## config.mk

```make
export PLATFORM = sky130hd
export DESIGN_NAME = rx_sfd_detect
export DESIGN_NICKNAME = d
export VERILOG_FILES = /design/src/rtl/rx_sfd_detect_pkg.sv /design/src/rtl/rx_sfd_detect.sv
export SDC_FILE = /design/constraint.sdc
export NUM_CORES = 1
export LEC_CHECK = 0
export BUFFER_PORTS_ARGS = -buffer_cell sky130_fd_sc_hd__buf_4
export CORE_UTILIZATION = 40
export CTS_CLUSTER_DIAMETER = 200
export DETAILED_ROUTE_END_ITERATION = 8
export GPL_TIMING_DRIVEN = 0
export SLEW_MARGIN = 40
export SYNTH_ARGS = -nofsm -noshare
export SYNTH_HDL_FRONTEND = slang
export SYNTH_SLANG_ARGS = --single-unit
```

## constraint.sdc

```tcl
create_clock -name clk -period 2.05 [get_ports clk]
set_clock_uncertainty 0.05 [all_clocks]
set_input_delay 0.41 -clock clk [delete_from_list [all_inputs] [get_ports clk]]
set_output_delay 0.41 -clock clk [all_outputs]
set_load 0.05 [all_outputs]
```

## src/rtl/rx_sfd_detect_pkg.sv

```systemverilog
// Shared definitions for the MII receive preamble/SFD detector:
// state encoding, framing nibbles and the nibble-count width.
package rx_sfd_detect_pkg;

  typedef enum logic [1:0] {
    ST_IDLE = 2'd0,
    ST_PRE  = 2'd1,
    ST_DATA = 2'd2,
    ST_DROP = 2'd3
  } state_t;

  localparam logic [3:0] PRE_NIB = 4'h5;
  localparam logic [3:0] SFD_NIB = 4'hD;
  localparam int         CNT_W   = 12;

endpackage

```

## src/rtl/rx_sfd_detect.sv

```systemverilog
// MII receive preamble/SFD detector: strips the preamble, streams frame nibbles
// with an index, and flags framing, length and (with RX_ER_CHECK_EN) rx_er aborts.
module rx_sfd_detect
  import rx_sfd_detect_pkg::*;
#(
  parameter logic [3:0]       MIN_PRE = 4'd7,
  parameter logic [CNT_W-1:0] MAX_NIB = 12'd3036
) (
  input  logic             clk,
  input  logic             rst,
  input  logic             I_rx_dv,
  input  logic [3:0]       I_rxd,
  input  logic             I_rx_er,
  output logic             O_en_ck,
  output logic [3:0]       O_da_hf,
  output logic [CNT_W-1:0] O_rd_cnt,
  output logic             O_sfd_ok,
  output logic             O_pre_err,
  output logic             O_frm_end,
  output logic             O_len_err
);

  state_t           state_reg;
  logic [3:0]       pre_cnt_reg;
  logic             en_ck_reg;
  logic [3:0]       da_hf_reg;
  logic [CNT_W-1:0] rd_cnt_reg;
  logic             sfd_ok_reg;
  logic             pre_err_reg;
  logic             frm_end_reg;
  logic             len_err_reg;

  logic             rx_er_hit;
  logic [CNT_W-1:0] nib_idx;

`ifdef RX_ER_CHECK_EN
  assign rx_er_hit = I_rx_er;
`else
  logic unused_rx_er;
  assign rx_er_hit    = 1'b0;
  assign unused_rx_er = I_rx_er;
`endif

  // Index of the nibble on I_rxd: en_ck is low only before the first data nibble.
  assign nib_idx = en_ck_reg ? (rd_cnt_reg + CNT_W'(1)) : '0;

  always_ff @(posedge clk) begin
    if (rst) begin
      state_reg   <= ST_IDLE;
      pre_cnt_reg <= '0;
      en_ck_reg   <= 1'b0;
      da_hf_reg   <= '0;
      rd_cnt_reg  <= '0;
      sfd_ok_reg  <= 1'b0;
      pre_err_reg <= 1'b0;
      frm_end_reg <= 1'b0;
      len_err_reg <= 1'b0;
    end else begin
      sfd_ok_reg  <= 1'b0;
      pre_err_reg <= 1'b0;
      frm_end_reg <= 1'b0;
      len_err_reg <= 1'b0;
      case (state_reg)
        ST_IDLE: begin
          en_ck_reg   <= 1'b0;
          da_hf_reg   <= '0;
          rd_cnt_reg  <= '0;
          pre_cnt_reg <= '0;
          if (I_rx_dv) begin
            if (I_rxd == PRE_NIB) begin
              state_reg   <= ST_PRE;
              pre_cnt_reg <= 4'd1;
            end else begin
              state_reg   <= ST_DROP;
              pre_err_reg <= 1'b1;
            end
          end
        end
        ST_PRE: begin
          en_ck_reg  <= 1'b0;
          da_hf_reg  <= '0;
          rd_cnt_reg <= '0;
          if (!I_rx_dv) begin
            state_reg   <= ST_IDLE;
            pre_cnt_reg <= '0;
            pre_err_reg <= 1'b1;
          end else if (rx_er_hit) begin
            state_reg   <= ST_DROP;
            pre_cnt_reg <= '0;
            pre_err_reg <= 1'b1;
          end else if (I_rxd == PRE_NIB) begin
            if (pre_cnt_reg != 4'hF) begin
              pre_cnt_reg <= pre_cnt_reg + 4'd1;
            end
          end else if ((I_rxd == SFD_NIB) && (pre_cnt_reg >= MIN_PRE)) begin
            state_reg   <= ST_DATA;
            pre_cnt_reg <= '0;
            sfd_ok_reg  <= 1'b1;
          end else begin
            state_reg   <= ST_DROP;
            pre_cnt_reg <= '0;
            pre_err_reg <= 1'b1;
          end
        end
        ST_DATA: begin
          pre_cnt_reg <= '0;
          if (!I_rx_dv) begin
            state_reg   <= ST_IDLE;
            en_ck_reg   <= 1'b0;
            da_hf_reg   <= '0;
            rd_cnt_reg  <= '0;
            frm_end_reg <= 1'b1;
          end else if (rx_er_hit) begin
            state_reg   <= ST_DROP;
            en_ck_reg   <= 1'b0;
            da_hf_reg   <= '0;
            rd_cnt_reg  <= '0;
            len_err_reg <= 1'b1;
          end else begin
            en_ck_reg  <= 1'b1;
            da_hf_reg  <= I_rxd;
            rd_cnt_reg <= nib_idx;
            // Last allowed nibble is still delivered; the frame is cut after it.
            if (nib_idx == (MAX_NIB - CNT_W'(1))) begin
              state_reg   <= ST_DROP;
              len_err_reg <= 1'b1;
            end
          end
        end
        ST_DROP: begin
          en_ck_reg   <= 1'b0;
          da_hf_reg   <= '0;
          rd_cnt_reg  <= '0;
          pre_cnt_reg <= '0;
          if (!I_rx_dv) begin
            state_reg <= ST_IDLE;
          end
        end
        default: begin
          state_reg   <= ST_IDLE;
          en_ck_reg   <= 1'b0;
          da_hf_reg   <= '0;
          rd_cnt_reg  <= '0;
          pre_cnt_reg <= '0;
        end
      endcase
    end
  end

  assign O_en_ck   = en_ck_reg;
  assign O_da_hf   = da_hf_reg;
  assign O_rd_cnt  = rd_cnt_reg;
  assign O_sfd_ok  = sfd_ok_reg;
  assign O_pre_err = pre_err_reg;
  assign O_frm_end = frm_end_reg;
  assign O_len_err = len_err_reg;

endmodule
```

==> run summary, run 1 <==
routability cong. - 0.781
Worst Setup Path Type - flop to flop
PwrDens - 536 mW/mm2
outcome - finished, violations left
ratio of final minimum period to clock period - 0.927
Starting Density - 0.430
Vias - 1011
Clock power frac - 0.285
Required @ worst endpoint - 2.25 ns
Netlist Area Pre-Place - 0.00121 mm2
failing checks - design-rule violations
vias per cell - 5.16
H-tree depth - 1
WP buf/inv - 2
Max stage delay on crit path - 0.41 ns
CP max FO - 7
core area - 0.00281 mm2
Clock Latency Late Sink - 0.32 ns
Syn Area/Cell - 9.08 um2
fmax - 526 MHz
final hold violation count - 0
final antenna-violating net count - 0
largest net degree at the start of global routing - 16
power share of the combinational group - 0.054
Tightest Hold Check Type - primary input to flop
# setup viols final - 0
sw frac - 0.233
Worst VDD drop - 0.000247 V
Die Y - 56.9 um
die area - 0.00324 mm2
WP data arrival - 2.10 ns
Post-Route Setup TNS - 0 ns
synth unique cells - 36
drt total wl - 2400 um
row count - 19
Seq pwr share - 0.661
RSZ-0062 raised after global routing - false
relative slew slack - 0.693
CTS tree - yes
CTS buffer count - 3
NumNets Final - 177
dpl hpwl - 1800 um
Setup crit end kind - flop
minimum clock period - 1.90 ns
global-route wire length before repair - 4130 um
slowest cell on the critical path - dfxtp_4
Iter 0 DRT Violations - 35
Syn Nets - 144
clk root buf - clkbuf_4
crit-path cells - ha_1 > inv_1 > or3_4 > a211oi_4 > o2111ai_2 > buf_4 > o21ai_0
DR pass1 iterations - 6
Max Cap Viol - 0
Sw Pwr - 0.188 mW
kind of start point of the critical path - flop
layout cells sized above 1 - 0.279
Die X - 56.9 um
grt ovf - 0
clock sinks - 27
initial antenna violation count - 0
Cells after Synth - 133
Pint - 0.620 mW
Ant. Diodes - 0
drt wl/cell - 12.3 um
GRT Util Overall - 0.161
IO Port Bufs - 27
area grow syn2layout - 24.9%
Post-CTS Hold Buffers - 0
vias in the first global route - 903
sequential-to-total area share from yosys stat - 0.448
Largest register FFs - 12
Pleak - 0.581 nW
Clock Path Buffers - 2
CP delay by family, top - compound AO/OA/AOI/OAI gates
Slew @ Worst Pin - 0.460 ns
Power, Total - 0.808 mW
DRC viols - 6
synth warn - 0
clk slew on worst S/H paths - 0.15 ns
io pins - 29
R2R setup slack - 0.15 ns
final slew viol count - 0
Seq cells post-synth - 27
-- power by group through the flow --
stage	Clock (mW)	Combinational (mW)	Sequential, mW
floorplan	0	0.0113	0.559
global placement	0	0.0433	0.547
detailed placement	0	0.0436	0.547
CTS	0.239	0.0439	0.535
global route	0.268	0.0471	0.536
finish	0.230	0.0437	0.534
-- stage by stage --
stage	setup WS (ns)	area (um2)	utilization	instances	hold WS, ns
2_1_floorplan	0.0312	1210	-	133	0.403
3_3_place_gp	0.0839	1450	0.518	191	0.414
3_5_place_dp	0.0902	1450	0.518	191	0.418
4_1_cts	0.0458	1480	0.528	195	0.202
5_1_grt	0.00578	1510	0.537	196	0.189
6_report	0.150	1510	0.537	196	0.212
-- routing by layer --
| layer | vias up | track usage | part of all wire | routed length, um |
|---|---|---|---|---|
| met1 | 460 | 0.237 | 0.51 | 1240 |
| met2 | 21 | 0.242 | 0.43 | 1040 |
| met3 | 2 | 0.0272 | 0.046 | 110 |
| met5 | - | 0 | 0 | 0 |
| li1 | 528 | - | - | - |
| met4 | 0 | 0.0523 | 0.0067 | 16 |
-- cells in the final DEF, fill, tap and decap left out, types with 2 or more instances in the layout --
master and count:
nand2_1 11, dfxtp_1 23, and2_1 4, nor2b_1 2, clkbuf_4 3, nor3b_1 2
buf_4 29, nand4_1 2, a31oi_1 2, xor2_1 3, o21ai_0 5, ha_1 2
dfxtp_2 3, or3_1 2, nand3b_1 2, and3_1 2, nand2b_1 4, nand3_1 5
xnor2_1 8, a21oi_1 7, nor2_1 17, nor3_1 7, inv_1 2
-- synthesized netlist by cell type --
master	n	area (um2)
a2111oi_0	1	8.76
a2111oi_2	1	15.0
a211oi_2	1	12.5
a21oi_1	7	35.0
a31oi_1	2	12.5
and2_1	4	25.0
and3_1	2	12.5
and3b_1	1	8.76
and4_2	1	10.0
buf_2	1	5.00
buf_4	1	7.51
buf_6	1	11.3
clkbuf_1	1	3.75
dfxtp_1	27	541
ha_1	3	37.5
inv_1	2	7.51
mux2i_1	1	10.0
nand2_1	11	41.3
nand2b_1	4	25.0
nand3_1	5	25.0
nand3b_1	2	15.0
nand4_1	2	12.5
nand4_4	1	21.3
nand4b_1	1	8.76
nor2_1	17	63.8
nor2b_1	2	12.5
nor3_1	7	35.0
nor3b_1	2	15.0
o2111ai_1	1	8.76
o211ai_1	1	7.51
o21ai_0	5	25.0
or3_1	2	12.5
or3_4	1	11.3
or4_1	1	7.51
xnor2_1	8	70.1
xor2_1	3	26.3
-- logic make-up (layout without fill, tap and decap cells) --
kind of cell	after synthesis	after routing	share of synthesized area
compound gates	19	19	0.104
xor+xnor	11	11	0.0798
fa+ha+maj	3	3	0.0311
buf+inv	6	38	0.0290
flops	27	27	0.448
mux	1	1	0.00829
simple gates	66	66	0.300
-- area by class of cell --
| type | count | area, um2 |
|---|---|---|
| flip-flops and latches | 27 | 548 |
| fillers | 281 | 1300 |
| repair buffers | 28 | 210 |
| clock buffers | 3 | 22.5 |
| clock inverters | 1 | 5.00 |
| plain buffers | 4 | 27.5 |
| inverters | 2 | 7.51 |
| well taps | 31 | 38.8 |
| multi-input cells | 100 | 648 |
-- timing repair --
item	in CTS	in global routing
resized for setup	0	4
setup buffers	0	1
endpoints found under the setup margin	0	1
-- worst paths after layout --
check                                 start           end  cells after the start
worst max register to register  O_rd_cnt[0]  state_reg[0]                      7
worst max-delay path            O_rd_cnt[0]  state_reg[0]                      7
worst min-delay path                    rst     O_frm_end                      2
worst min register to register  O_rd_cnt[0]   O_rd_cnt[0]                      1
Power figures use the tool's default switching activity.
==> inputs of run 2 (changes only) <==
--- a/config.mk
+++ b/config.mk
@@ -10,6 +10,7 @@
 export CTS_CLUSTER_DIAMETER = 200
 export DETAILED_ROUTE_END_ITERATION = 8
 export GPL_TIMING_DRIVEN = 0
+export REMOVE_ABC_BUFFERS = 1
 export SLEW_MARGIN = 40
 export SYNTH_ARGS = -nofsm -noshare
 export SYNTH_HDL_FRONTEND = slang
==> run summary, run 2 (synthesis gave the netlist of run 1 again) <==
clk root buf - clkbuf_4
Worst R2R Path Depth - 6 (-1)
Clock Path Buffers - 2 (unchanged)
Ant. Diodes - 0 (unchanged)
Power, Total - 0.790 mW (-2.2%)
initial antenna violation count - 0 (unchanged)
R2R setup slack - 0.09 ns (-0.06 ns)
Largest register FFs - 12 (unchanged)
largest net degree at the start of global routing - 15 (-1)
Clock Latency Late Sink - 0.31 ns (about the same)
# setup viols final - 0 (unchanged)
drt wl/cell - 12.1 um (-1.6%)
io pins - 29 (unchanged)
Die Y - 56.9 um (unchanged)
die area - 0.00324 mm2 (unchanged)
global-route wire length before repair - 4110 um (-0.34%)
clock sinks - 27 (unchanged)
CTS buffer count - 3 (unchanged)
commonest non-fill, non-tap cell in the layout - buf_4
CTS tree - yes
critical path endpoint - O_len_err
Max Cap Viol - 0 (unchanged)
Finished Cell Area - 0.00146 mm2 (-3.5%)
CP max FO - 7 (unchanged)
core area - 0.00281 mm2 (unchanged)
relative slew slack - 0.722 (+0.0287)
vias in the first global route - 953 (+5.5%)
fmax - 510 MHz (-3.1%)
Worst Setup Path Type - flop to flop
layout cells sized above 1 - 0.250 (-0.0288)
IO Port Bufs - 27 (unchanged)
NumNets Final - 172 (-2.8%)
final slew viol count - 0 (unchanged)
minimum clock period - 1.96 ns (+0.0602 ns)
routability cong. - 0.795 (+1.8%)
Setup Fix Bufs, Post-CTS - 0 (unchanged)
Iter 0 DRT Violations - 25 (-29%)
area grow syn2layout - 20.5%
Vias - 1002 (-0.89%)
Area after DPL - 0.00142 mm2 (-2.2%)
Register Area - 546 um2 (-0.46%)
Slew @ Worst Pin - 0.416 ns (-0.0441 ns)
Die X - 56.9 um (unchanged)
Multi-input gate area - 634 um2 (-2.1%)
kind of start point of the critical path - flop
WP data arrival - 2.12 ns (+0.02 ns)
Worst VDD drop - 0.000297 V (+20%)
outcome - finished, violations left
DRC viols - 3 (-3)
final antenna-violating net count - 0 (unchanged)
FILL cells - 274 (-2.5%)
RR Endpoint - O_len_err
Pleak - 0.555 nW (-4.4%)
GRT Util Overall - 0.159 (-0.00198)
ratio of final minimum period to clock period - 0.956 (+0.0293)
clk slew on worst S/H paths - 0.13 ns (-0.02 ns)
failing checks - design-rule violations
H-tree depth - 1 (unchanged)
dpl hpwl - 1740 um (-3.8%)
PwrDens - 543 mW/mm2 (+1.3%)
Critical path origin - O_rd_cnt[0]
drt total wl - 2300 um (-4.1%)
worst r2r src - O_rd_cnt[0]
grt ovf - 0 (unchanged)
Post-Route Setup TNS - 0 ns (unchanged)
RSZ-0062 raised after global routing - false
Tightest Hold Check Type - primary input to flop
vias per cell - 5.25 (+1.7%)
Starting Density - 0.430 (unchanged)
row count - 19 (unchanged)
final hold violation count - 0 (unchanged)
commonest cells after routing, fill and taps aside - buf_4 (27), dfxtp_1 (23), nor2_1 (17)
Setup crit end kind - flop
DR pass1 iterations - 6 (unchanged)
Required @ worst endpoint - 2.21 ns (-0.04 ns)
run 2: final cells by class:
cell class / instances / area share
flip-flops and latches: 27 / 0.375
repair buffers: 27 / 0.139
inverters: 2 / 0.00516
multi-input cells: 100 / 0.436
well taps: 31 / 0.0267
clock buffers: 4 / 0.0181
run 2: repair_timing:
action	4_1_cts	5_1_grt
pin swaps	0	0
hold buffers	0	0
gates resized for setup	1	4
endpoints found under the setup margin	1	1
run 2: worst max-delay path, stage by stage (launching register included):
cell       delay, ns
dfxtp_2         0.40
ha_1            0.20
inv_1           0.06
or3_4           0.37
a211oi_2        0.22
o2111ai_1       0.19
a2111oi_2       0.37
run 2: worst min-delay path by stage:
stage / slack [ns] / startpoint / cells after the start / to
floorplan: 0.40 / state_reg[1] / 1 / O_pre_err
global placement: 0.44 / O_rd_cnt[0] / 1 / O_rd_cnt[0]
detailed placement: 0.44 / state_reg[0] / 1 / pre_cnt_reg[0]
CTS: 0.20 / rst / 2 / O_frm_end
global route: 0.18 / rst / 2 / O_frm_end
finish: 0.22 / rst / 2 / O_frm_end
run 2: power by group:
group / total (mW) / switching, mW / internal [mW] / leakage [nW]
sequential: 0.535 / 0.00443 / 0.531 / 0.220
clock: 0.212 / 0.136 / 0.0759 / 0.0150
combinational: 0.0431 / 0.0258 / 0.0173 / 0.320
total: 0.790 / 0.166 / 0.624 / 0.555
run 2: metrics by stage:
stage,util,hold slack [ns],instances,setup slack (ns)
CTS,0.517,0.205,191,0.0134
global route,0.519,0.179,191,0.00920
floorplan,-,0.403,129,-0.133
detailed placement,0.507,0.444,187,0.0280
finish,0.519,0.216,191,0.0897
global placement,0.507,0.436,187,0.0316
run 2: layer usage:
metal	GRT usage	share of wire
met1	0.188	0.45
met2	0.282	0.50
met3	0.0340	0.039
met4	0.0627	0.012
met5	0	0
==> inputs of run 3 (changes only) <==
==> constraint.sdc (replaced) <==
create_clock -name clk -period 2.3 [get_ports clk]
set_clock_uncertainty 0.05 [all_clocks]
set_input_delay 0.46 -clock clk [delete_from_list [all_inputs] [get_ports clk]]
set_output_delay 0.46 -clock clk [all_outputs]
set_load 0.05 [all_outputs]
==> run summary, run 3 (synthesis gave the netlist of run 1 again) <==
initial antenna violation count - 0 (unchanged)
kind of start point of the critical path - flop
Post-Layout Cell Count - 191 (unchanged)
crit-path cells - ha_1 > inv_1 > or3_4 > a211oi_2 > o2111ai_1 > a2111oi_2
io pins - 29 (unchanged)
grt ovf - 0 (unchanged)
Post-CTS Hold Buffers - 0 (unchanged)
ratio of final minimum period to clock period - 0.884 (-0.0724)
dpl hpwl - 1740 um (unchanged)
clk root buf - clkbuf_4
core area - 0.00281 mm2 (unchanged)
DR pass1 iterations - 6 (unchanged)
R2R setup slack - 0.27 ns (+0.18 ns)
die area - 0.00324 mm2 (unchanged)
CTS buffer count - 3 (unchanged)
Vias - 999 (-0.30%)
NumNets Final - 172 (unchanged)
Fin Hold WS - 0.267 ns (+0.0503 ns)
Largest register FFs - 12 (unchanged)
GRT Util Overall - 0.159 (unchanged)
relative slew slack - 0.721 (about the same)
final hold violation count - 0 (unchanged)
Max Cap Viol - 0 (unchanged)
final antenna-violating net count - 0 (unchanged)
Tightest Hold Check Type - primary input to flop
CP max FO - 7 (unchanged)
layout cells sized above 1 - 0.219 (-0.0313)
IO Port Bufs - 27 (unchanged)
Power, Total - 0.707 mW (-11%)
clk slew on worst S/H paths - 0.13 ns (about the same)
WP data arrival - 2.20 ns (+0.08 ns)
drt wl/cell - 12.1 um (about the same)
routability cong. - 0.795 (unchanged)
Required @ worst endpoint - 2.46 ns (+0.25 ns)
Worst VDD drop - 0.000264 V (-11%)
Worst Setup Path Type - flop to flop
Multi-input gate area - 632 um2 (-0.39%)
Post-Route Setup TNS - 0 ns (unchanged)
outcome - finished, violations left
Starting Density - 0.430 (unchanged)
worst setup margin - 0.267 ns (+0.177 ns)
FILL cells - 279 (+1.8%)
drt total wl - 2310 um (about the same)
CTS tree - yes
WP buf/inv - 1 (unchanged)
Slew @ Worst Pin - 0.417 ns (+0.000950 ns)
vias per cell - 5.23 (-0.30%)
clock sinks - 27 (unchanged)
Iter 0 DRT Violations - 17 (-32%)
minimum clock period - 2.03 ns (+0.0726 ns)
Post-CTS Resized - 0 (-1)
PwrDens - 488 mW/mm2 (-10%)
Clock Latency Late Sink - 0.31 ns (about the same)
Setup Fix Bufs, Post-CTS - 0 (unchanged)
fmax - 492 MHz (-3.6%)
largest net degree at the start of global routing - 15 (unchanged)
Die X - 56.9 um (unchanged)
# setup viols final - 0 (unchanged)
Setup crit end kind - flop
Post-Route Utilization - 0.516 (-0.00268)
global-route wire length before repair - 4110 um (unchanged)
Max stage delay on crit path - 0.45 ns (+0.05 ns)
Pleak - 0.556 nW (+0.20%)
setup slack at placement - 0.278 ns (+0.250 ns)
H-tree depth - 1 (unchanged)
Ant. Diodes - 0 (unchanged)
commonest cells after routing, fill and taps aside - dfxtp_1 (27), buf_4 (27), nor2_1 (17)
slowest cell on the critical path - dfxtp_1
DRC viols - 3 (unchanged)
Inst Count DP - 187 (unchanged)
area grow syn2layout - 19.9%
Register Area - 541 um2 (-0.92%)
Area after DPL - 0.00142 mm2 (unchanged)
Clock Path Buffers - 2 (unchanged)
Finished Cell Area - 0.00145 mm2 (-0.52%)
Die Y - 56.9 um (unchanged)
failing checks - design-rule violations
vias in the first global route - 953 (unchanged)
CP delay by family, top - compound AO/OA/AOI/OAI gates
row count - 19 (unchanged)
final slew viol count - 0 (unchanged)
RSZ-0062 raised after global routing - false
==> run 3: cell count changes in the layout (fill, tap and decap cells not counted) <==
cell	delta
ha_2	-1
dfxtp_1	+4
dfxtp_2	-4
ha_1	+1
==> run 3: path summary, 6_finish.rpt <==
path / to / cells past startpoint / from
max: O_len_err / 6 / O_rd_cnt[0]
min: O_frm_end / 2 / rst
max reg2reg: O_len_err / 6 / O_rd_cnt[0]
min reg2reg: O_pre_err / 1 / state_reg[1]
==> run 3: final cells by class <==
| cell class | instances | share of cell area |
|---|---|---|
| multi-input combinational | 100 | 0.436 |
| inverter | 2 | 0.00519 |
| tap | 31 | 0.0268 |
| sequential | 27 | 0.373 |
| clock buffer | 4 | 0.0182 |
| timing repair buffer | 27 | 0.140 |
==> run 3: worst reg2reg max path: cells and delay by family, from the launching register on <==
family,cells,cell delay (ns)
and+or+nand+nor,1,0.37
AOI/OAI and AO/OA,3,0.79
DFF,1,0.45
adders and majority gates,1,0.22
buffers and inverters,1,0.06
==> run 3: power by group <==
part	internal, mW	leakage, nW	switching, mW	total (mW)
Clock	0.0677	0.0150	0.124	0.191
Combinational	0.0154	0.323	0.0230	0.0384
Sequential	0.473	0.218	0.00395	0.477
Total	0.556	0.556	0.150	0.707
==> run 3: layer usage <==
metal / vias up / share of wire / routed length, um / GRT usage
met1: 454 / 0.45 / 1030 / 0.188
met2: 21 / 0.50 / 1160 / 0.282
met5: - / 0 / 0 / 0
met3: 4 / 0.039 / 90 / 0.0340
met4: 0 / 0.012 / 27 / 0.0627
li1: 520 / - / - / -
